`config.mk`:
```
export PLATFORM = sky130hd
export DESIGN_NAME = dmem_access_unit
export DESIGN_NICKNAME = d
export VERILOG_FILES = /design/src/rtl/dmem_pkg.sv /design/src/rtl/dmem_lane_unit.sv /design/src/rtl/dmem_access_unit.sv
export SDC_FILE = /design/constraint.sdc
export NUM_CORES = 1
export LEC_CHECK = 0
export CAP_MARGIN = 20
export CORE_UTILIZATION = 47
export CTS_CLUSTER_DIAMETER = 80
export DETAILED_ROUTE_END_ITERATION = 10
export GPL_TIMING_DRIVEN = 0
export PLACE_DENSITY = 0.82
export SLEW_MARGIN = 15
export SYNTH_ARGS = -nofsm -noshare
export SYNTH_HDL_FRONTEND = slang
export SYNTH_SLANG_ARGS = --single-unit
```
`constraint.sdc`:
```
create_clock -name clk -period 2.8 [get_ports clk]
set_input_delay 0.84 -clock clk [delete_from_list [all_inputs] [get_ports clk]]
set_output_delay 0.84 -clock clk [all_outputs]
set_load 0.1 [all_outputs]
```
`src/rtl/dmem_pkg.sv`:
```
// Shared encodings for the data-memory access unit: request sizes, FSM states
// and the fixed accept-to-response latencies of each request class.
package dmem_pkg;

    localparam logic [1:0] SZ_BYTE = 2'd0;
    localparam logic [1:0] SZ_HALF = 2'd1;
    localparam logic [1:0] SZ_WORD = 2'd2;

    localparam int LAT_LD  = 2;
    localparam int LAT_ST  = 2;
    localparam int LAT_RMW = 3;
    localparam int LAT_ERR = 1;

    typedef enum logic [2:0] {
        S_IDLE = 3'd0,
        S_LD   = 3'd1,
        S_RMW  = 3'd2,
        S_ST   = 3'd3,
        S_RESP = 3'd4
    } state_e;

    // Alignment fault for the given size at byte lane `lane`; size 3 is always illegal.
    function automatic logic misaligned(input logic [1:0] size, input logic [1:0] lane);
        logic bad;
        bad = 1'b0;
        case (size)
            SZ_BYTE: bad = 1'b0;
            SZ_HALF: bad = lane[0];
            SZ_WORD: bad = (lane != 2'd0);
            default: bad = 1'b1;
        endcase
        return bad;
    endfunction

endpackage

```
`src/rtl/dmem_lane_unit.sv`:
```
// Little-endian lane handling: extract/extend for loads, lane merge for
// sub-word stores. Purely combinational.
module dmem_lane_unit
    import dmem_pkg::*;
(
    input  logic [1:0]  size,
    input  logic        sext,
    input  logic [1:0]  lane,
    input  logic [31:0] rdata,
    input  logic [15:0] st_data,
    output logic [31:0] ld_data,
    output logic [31:0] merged
);

    logic [7:0]  byte_sel;
    logic [15:0] half_sel;

    always_comb begin
        byte_sel = rdata[{lane, 3'b000} +: 8];
        half_sel = lane[1] ? rdata[31:16] : rdata[15:0];
        ld_data  = rdata;
        merged   = rdata;
        case (size)
            SZ_BYTE: begin
                ld_data = {{24{sext & byte_sel[7]}}, byte_sel};
                merged[{lane, 3'b000} +: 8] = st_data[7:0];
            end
            SZ_HALF: begin
                ld_data = {{16{sext & half_sel[15]}}, half_sel};
                if (lane[1]) begin
                    merged[31:16] = st_data;
                end else begin
                    merged[15:0] = st_data;
                end
            end
            default: begin
                ld_data = rdata;
                merged  = rdata;
            end
        endcase
    end

endmodule

```
`src/rtl/dmem_access_unit.sv`:
```
// Byte/half/word load-store front end onto a word-only memory; sub-word stores
// are performed as read-modify-write through read port 2.
//
// state  | meaning
// IDLE   | ready for a request
// LD     | memory read, extracted load data registered
// RMW    | memory read, store lane merged into wbuf
// ST     | single-cycle word write of wbuf
// RESP   | response held until resp_ready
module dmem_access_unit
    import dmem_pkg::*;
#(
    parameter int ADDR_WIDTH = 10
) (
    input  logic                  clk,
    input  logic                  resetn,
    input  logic                  req_valid,
    output logic                  req_ready,
    input  logic                  req_wr,
    input  logic [1:0]            req_size,
    input  logic                  req_signed,
    input  logic [31:0]           req_addr,
    input  logic [31:0]           req_wdata,
    output logic                  resp_valid,
    input  logic                  resp_ready,
    output logic [31:0]           resp_rdata,
    output logic                  resp_err,
    output logic [ADDR_WIDTH-1:0] mem_raddr,
    output logic                  mem_rden,
    input  logic [31:0]           mem_rdata,
    output logic [ADDR_WIDTH-1:0] mem_waddr,
    output logic                  mem_wren,
    output logic [31:0]           mem_wdata
);

    state_e                state_q, state_d;
    logic [1:0]            size_q, size_d;
    logic                  signed_q, signed_d;
    logic [1:0]            lane_q, lane_d;
    logic [ADDR_WIDTH-1:0] idx_q, idx_d;
    logic [15:0]           wdata_q, wdata_d;
    logic [31:0]           wbuf_q, wbuf_d;
    logic [31:0]           rdata_q, rdata_d;
    logic                  err_q, err_d;

    logic                  req_err;
    logic [ADDR_WIDTH-1:0] req_idx;
    logic [31:0]           ld_data;
    logic [31:0]           st_merged;

    dmem_lane_unit u_lane (
        .size    (size_q),
        .sext    (signed_q),
        .lane    (lane_q),
        .rdata   (mem_rdata),
        .st_data (wdata_q),
        .ld_data (ld_data),
        .merged  (st_merged)
    );

    // Address bits above the memory size make the request out of range.
    always_comb begin
        req_err = misaligned(req_size, req_addr[1:0]) | ((req_addr >> ADDR_WIDTH) != 32'd0);
        req_idx = {2'b00, req_addr[ADDR_WIDTH-1:2]};
    end

    always_comb begin
        state_d    = state_q;
        size_d     = size_q;
        signed_d   = signed_q;
        lane_d     = lane_q;
        idx_d      = idx_q;
        wdata_d    = wdata_q;
        wbuf_d     = wbuf_q;
        rdata_d    = rdata_q;
        err_d      = err_q;
        req_ready  = 1'b0;
        resp_valid = 1'b0;
        mem_rden   = 1'b0;
        mem_raddr  = '0;
        mem_wren   = 1'b0;
        mem_waddr  = '0;
        mem_wdata  = 32'd0;

        case (state_q)
            S_IDLE: begin
                req_ready = 1'b1;
                if (req_valid) begin
                    size_d   = req_size;
                    signed_d = req_signed;
                    lane_d   = req_addr[1:0];
                    idx_d    = req_idx;
                    wdata_d  = req_wdata[15:0];
                    rdata_d  = 32'd0;
                    err_d    = req_err;
                    if (req_err) begin
                        state_d = S_RESP;
                    end else if (!req_wr) begin
                        state_d = S_LD;
                    end else if (req_size == SZ_WORD) begin
                        wbuf_d  = req_wdata;
                        state_d = S_ST;
                    end else begin
                        state_d = S_RMW;
                    end
                end
            end
            S_LD: begin
                mem_rden  = 1'b1;
                mem_raddr = idx_q;
                rdata_d   = ld_data;
                state_d   = S_RESP;
            end
            S_RMW: begin
                mem_rden  = 1'b1;
                mem_raddr = idx_q;
                wbuf_d    = st_merged;
                state_d   = S_ST;
            end
            S_ST: begin
                mem_wren  = 1'b1;
                mem_waddr = idx_q;
                mem_wdata = wbuf_q;
                state_d   = S_RESP;
            end
            S_RESP: begin
                resp_valid = 1'b1;
                if (resp_ready) begin
                    state_d = S_IDLE;
                end
            end
            default: begin
                state_d = S_IDLE;
            end
        endcase
    end

    always_ff @(posedge clk) begin
        if (!resetn) begin
            state_q  <= S_IDLE;
            size_q   <= 2'd0;
            signed_q <= 1'b0;
            lane_q   <= 2'd0;
            idx_q    <= '0;
            wdata_q  <= 16'd0;
            wbuf_q   <= 32'd0;
            rdata_q  <= 32'd0;
            err_q    <= 1'b0;
        end else begin
            state_q  <= state_d;
            size_q   <= size_d;
            signed_q <= signed_d;
            lane_q   <= lane_d;
            idx_q    <= idx_d;
            wdata_q  <= wdata_d;
            wbuf_q   <= wbuf_d;
            rdata_q  <= rdata_d;
            err_q    <= err_d;
        end
    end

    assign resp_rdata = rdata_q;
    assign resp_err   = err_q;

endmodule
```
==> impl_metrics.csv <==
group,metric,value,unit
outcome,status,"complete, no violations",
power,power_density,400,nW/um^2
floorplanning,fp.dieH,114,um
synthesis,synth_edf_count,0,
synthesis,avgSynthCellArea,8.38,um^2
critical_path,r2r_start,"lane_q[0]$_SDFFE_PN0P_",
clocking,cts.sinks,97,
sta,period_minus_slack,2.70,ns
route,dr_total_vias,6537,
floorplanning,start_util,48.6,%
power,power,3270,uW
min_path,hold_class,"reg2reg",
min_path,hold_end,"wbuf_q[20]$_SDFFE_PN0P_",
final_layout,design_area,8170,um^2
critical_path,crit_fanout,10,
clocking,cts_made_buffers,9,
final_layout,drive_above_1_share,14.1,%
critical_path,startpoint,"state_q[1]$_SDFFE_PN0P_",
clocking,cts-root-buf,"clkbuf_16",
place,port_buffers,186,
critical_path,cp_slowest_stage_delay,0.57,ns
synthesis,yosys_warnings,0,
route,drt_iter0_drc,648,
route,drtPass1Iterations,5,
critical_path,slowest_stage,"clkdlybuf4s15_2",
floorplanning,core,12100,um^2
critical_path,critical_path_class,"reg2out",
power,power.leakage,0.00343,uW
final_layout,fin_util,67.4,%
run,cap_violations,0,
floorplanning,die_x,114,um
critical_path,cp-end-kind,"output port",
route,postRouteAntennaNets,0,
final_layout,nFillCells,1035,
route,wl_per_cell,21.7,um
global_route,grt-ovfl-total,0,
synthesis,synthCells,702,
final_layout,syn_to_final_growth,38.9,%
sta,slew_violations,0,
clocking,cts_tree,"built",
power,ir_drop,0.241,mV
sta,rsz0062_at_grt,"false",
floorplanning,rows,40,
synthesis,async_flop_share,0,%
final_layout,multi_input_comb_area,3580,um^2
route,drt-total-wl,23.3,mm
global_route,grt_first_pass_wirelength,35.2,mm
place,dpl_cell_area,7970,um^2
synthesis,synth-seq-cells,97,
global_route,grtUsageTotal,36.2,%
global_route,grt_pass1_vias,6335,
global_route,antenna_found_initial,2,
floorplanning,die_area,13000,um^2
synthesis,ys_seq_area_share,33.0,%
sta,setup_violations,0,
clocking,cts_hold_buf,0,
sta,fin_ws,0.0982,ns
place,dp_hpwl,18.2,mm
sta,tightest_slew,0.993,ns
min_path,hold_path_depth,2,
critical_path,start_kind,"flip-flop",
critical_path,reg2reg_depth,8,
place,place.gp.congestion,0.959,
sta,post-route-period-util,96.5,%
synthesis,synth_flop_cell,"dfxtp_1",
clocking,clock_latency,0.36,ns
critical_path,ff2ff_setup_slack,0.13,ns
place,pre_cts_ws,-0.638,ns
sta,max_slew_margin,33.6,%
global_route,grt_max_degree,17,
route,drc_errors,0,
synthesis,syn_area,5880,um^2
floorplanning,io-pin-count,193,
critical_path,cp.arrival,1.86,ns
critical_path,rr_endpoint,"wbuf_q[1]$_SDFFE_PN0P_",
critical_path,worst-endpoint-required,1.96,ns
route,vias_per_cell,6.09,
final_layout,nNetsFinal,1010,
sta,timing.fmax,370,MHz
final_layout,diodes,0,
sta,final_hold_viol_count,0,
critical_path,path_cells,"clkbuf_2 > and3_1 > clkdlybuf4s15_2",
min_path,min-delay-start,"wbuf_q[20]$_SDFFE_PN0P_",
sta,clock_skew,0.0115,ns
synthesis,yosys.cell_types.count,59,
clocking,cts_max_level,3,
sta,whs,0.461,ns
clocking,clk_pin_slew,0.07,ns
final_layout,seqCellArea,1940,um^2
clocking,clock_path_buffers,2,
[kinds of logic after synthesis]
group / count (synthesis) / share of synthesized area [%]
muxes: 49 / 8.62
adders and majority gates: 5 / 1.06
DFF: 97 / 33.0
other: 1 / 0.0638
buffers and inverters: 87 / 7.00
AOI/OAI and AO/OA: 201 / 27.3
and+or+nand+nor: 262 / 22.9
[flip-flops by register name, indices dropped and copies added, names as in the netlist]
register and flops:
resp_rdata 32, wbuf_q 32, wdata_q 16, idx_q 8, state_q 3, lane_q 2
size_q 2, resp_err 1, signed_q 1
[worst max path at each step]
| stage | endpoint | slack [ns] | cells after the start |
|---|---|---|---|
| finish | mem_waddr[7] | 0.1 | 3 |
| global route | wbuf_q[8]$_SDFFE_PN0P_ | 0.02 | 7 |
| CTS | wbuf_q[31]$_SDFFE_PN0P_ | 0.002 | 9 |
| detailed placement | mem_raddr[7] | -0.64 | 6 |
| global placement | mem_raddr[7] | -0.60 | 6 |
| floorplan | mem_raddr[0] | -0.37 | 5 |
[cells in the mapped netlist (3+ instances only)]
cell type  count  share of area, %
nand2_1      122               7.8
dfxtp_1       97                33
clkbuf_1      43               2.7
and3_1        42               4.5
mux2i_1       39               6.6
a21boi_1      32               4.1
nand2b_1      30               3.2
a221o_1       24               4.1
o211ai_1      23               2.9
nor2_1        19               1.2
a21oi_1       18               1.5
o221ai_1      18               2.7
a22o_1        17               2.5
inv_1         16               1.0
nor2b_1       16               1.7
buf_2         14               1.2
mux2_2         9               1.7
a22oi_1        8               1.0
a2bb2oi_1      8               1.2
a32o_1         8               1.4
nor4bb_1       7               1.2
a221oi_1       6              0.89
a31o_1         6              0.89
o21ai_0        6              0.51
o22ai_1        6              0.64
a21boi_0       5              0.64
buf_4          5              0.64
buf_6          5              0.96
ha_1           5               1.1
nor4_1         5              0.53
and2_1         4              0.43
a21o_1         3              0.38
a31oi_1        3              0.32
buf_1          3              0.19
[report_power, final]
group	internal (uW)	switching (uW)	total, uW	leakage [uW]
logic	279	367	646	0.00251
registers	1410	37.5	1440	0.000787
clock network	607	574	1180	0.000137
total	2290	978	3270	0.00343
[routing by layer]
metal	share of wire [%]	GRT usage, %
met1	41	44.8
met2	47	60.0
met3	8.4	6.27
met4	4.1	19.7
met5	0.056	0
[area by class of cell]
class / instances / area share [%]
Inverter: 16 / 0.735
Timing Repair Buffer: 188 / 21.5
Clock inverter: 6 / 0.506
Clock buffer: 10 / 2.80
Multi-Input combinational cell: 521 / 43.8
Sequential cell: 97 / 23.8
Buffer: 68 / 4.32
Tap cell: 168 / 2.57
[layout by cell type (no fill, tap or decap), types with 23 or more instances in the layout]
| cell type | n |
|---|---|
| clkbuf_1 | 33 |
| o211ai_1 | 23 |
| clkdlybuf4s50_1 | 134 |
| dfxtp_1 | 96 |
| a21boi_1 | 32 |
| nand2b_1 | 30 |
| a221o_1 | 24 |
| and3_1 | 42 |
| mux2i_1 | 39 |
| nand2_1 | 122 |
| buf_4 | 56 |
[through the flow]
step / instances / TNS (ns)
2_1_floorplan: 705 / -2.98
3_3_place_gp: 1059 / -28.15
3_5_place_dp: 1059 / -33.31
4_1_cts: 1075 / 0
5_1_grt: 1074 / 0
6_report: 1074 / 0
[worst max-delay path, delay by kind of cell (launching register included)]
| kind | cells | cell delay, ns |
|---|---|---|
| buffers and inverters | 2 | 0.88 |
| DFF | 1 | 0.41 |
| and+or+nand+nor | 1 | 0.21 |
[what timing repair did]
action / in CTS / in global routing
resized for setup: 314 / 15
setup buffers: 2 / 0
endpoints found under the setup margin: 73 / 70
pin swaps: 1 / 1
endpoints found under the hold margin: 0 / 0
No activity file was read; power rests on OpenSTA's default activity.
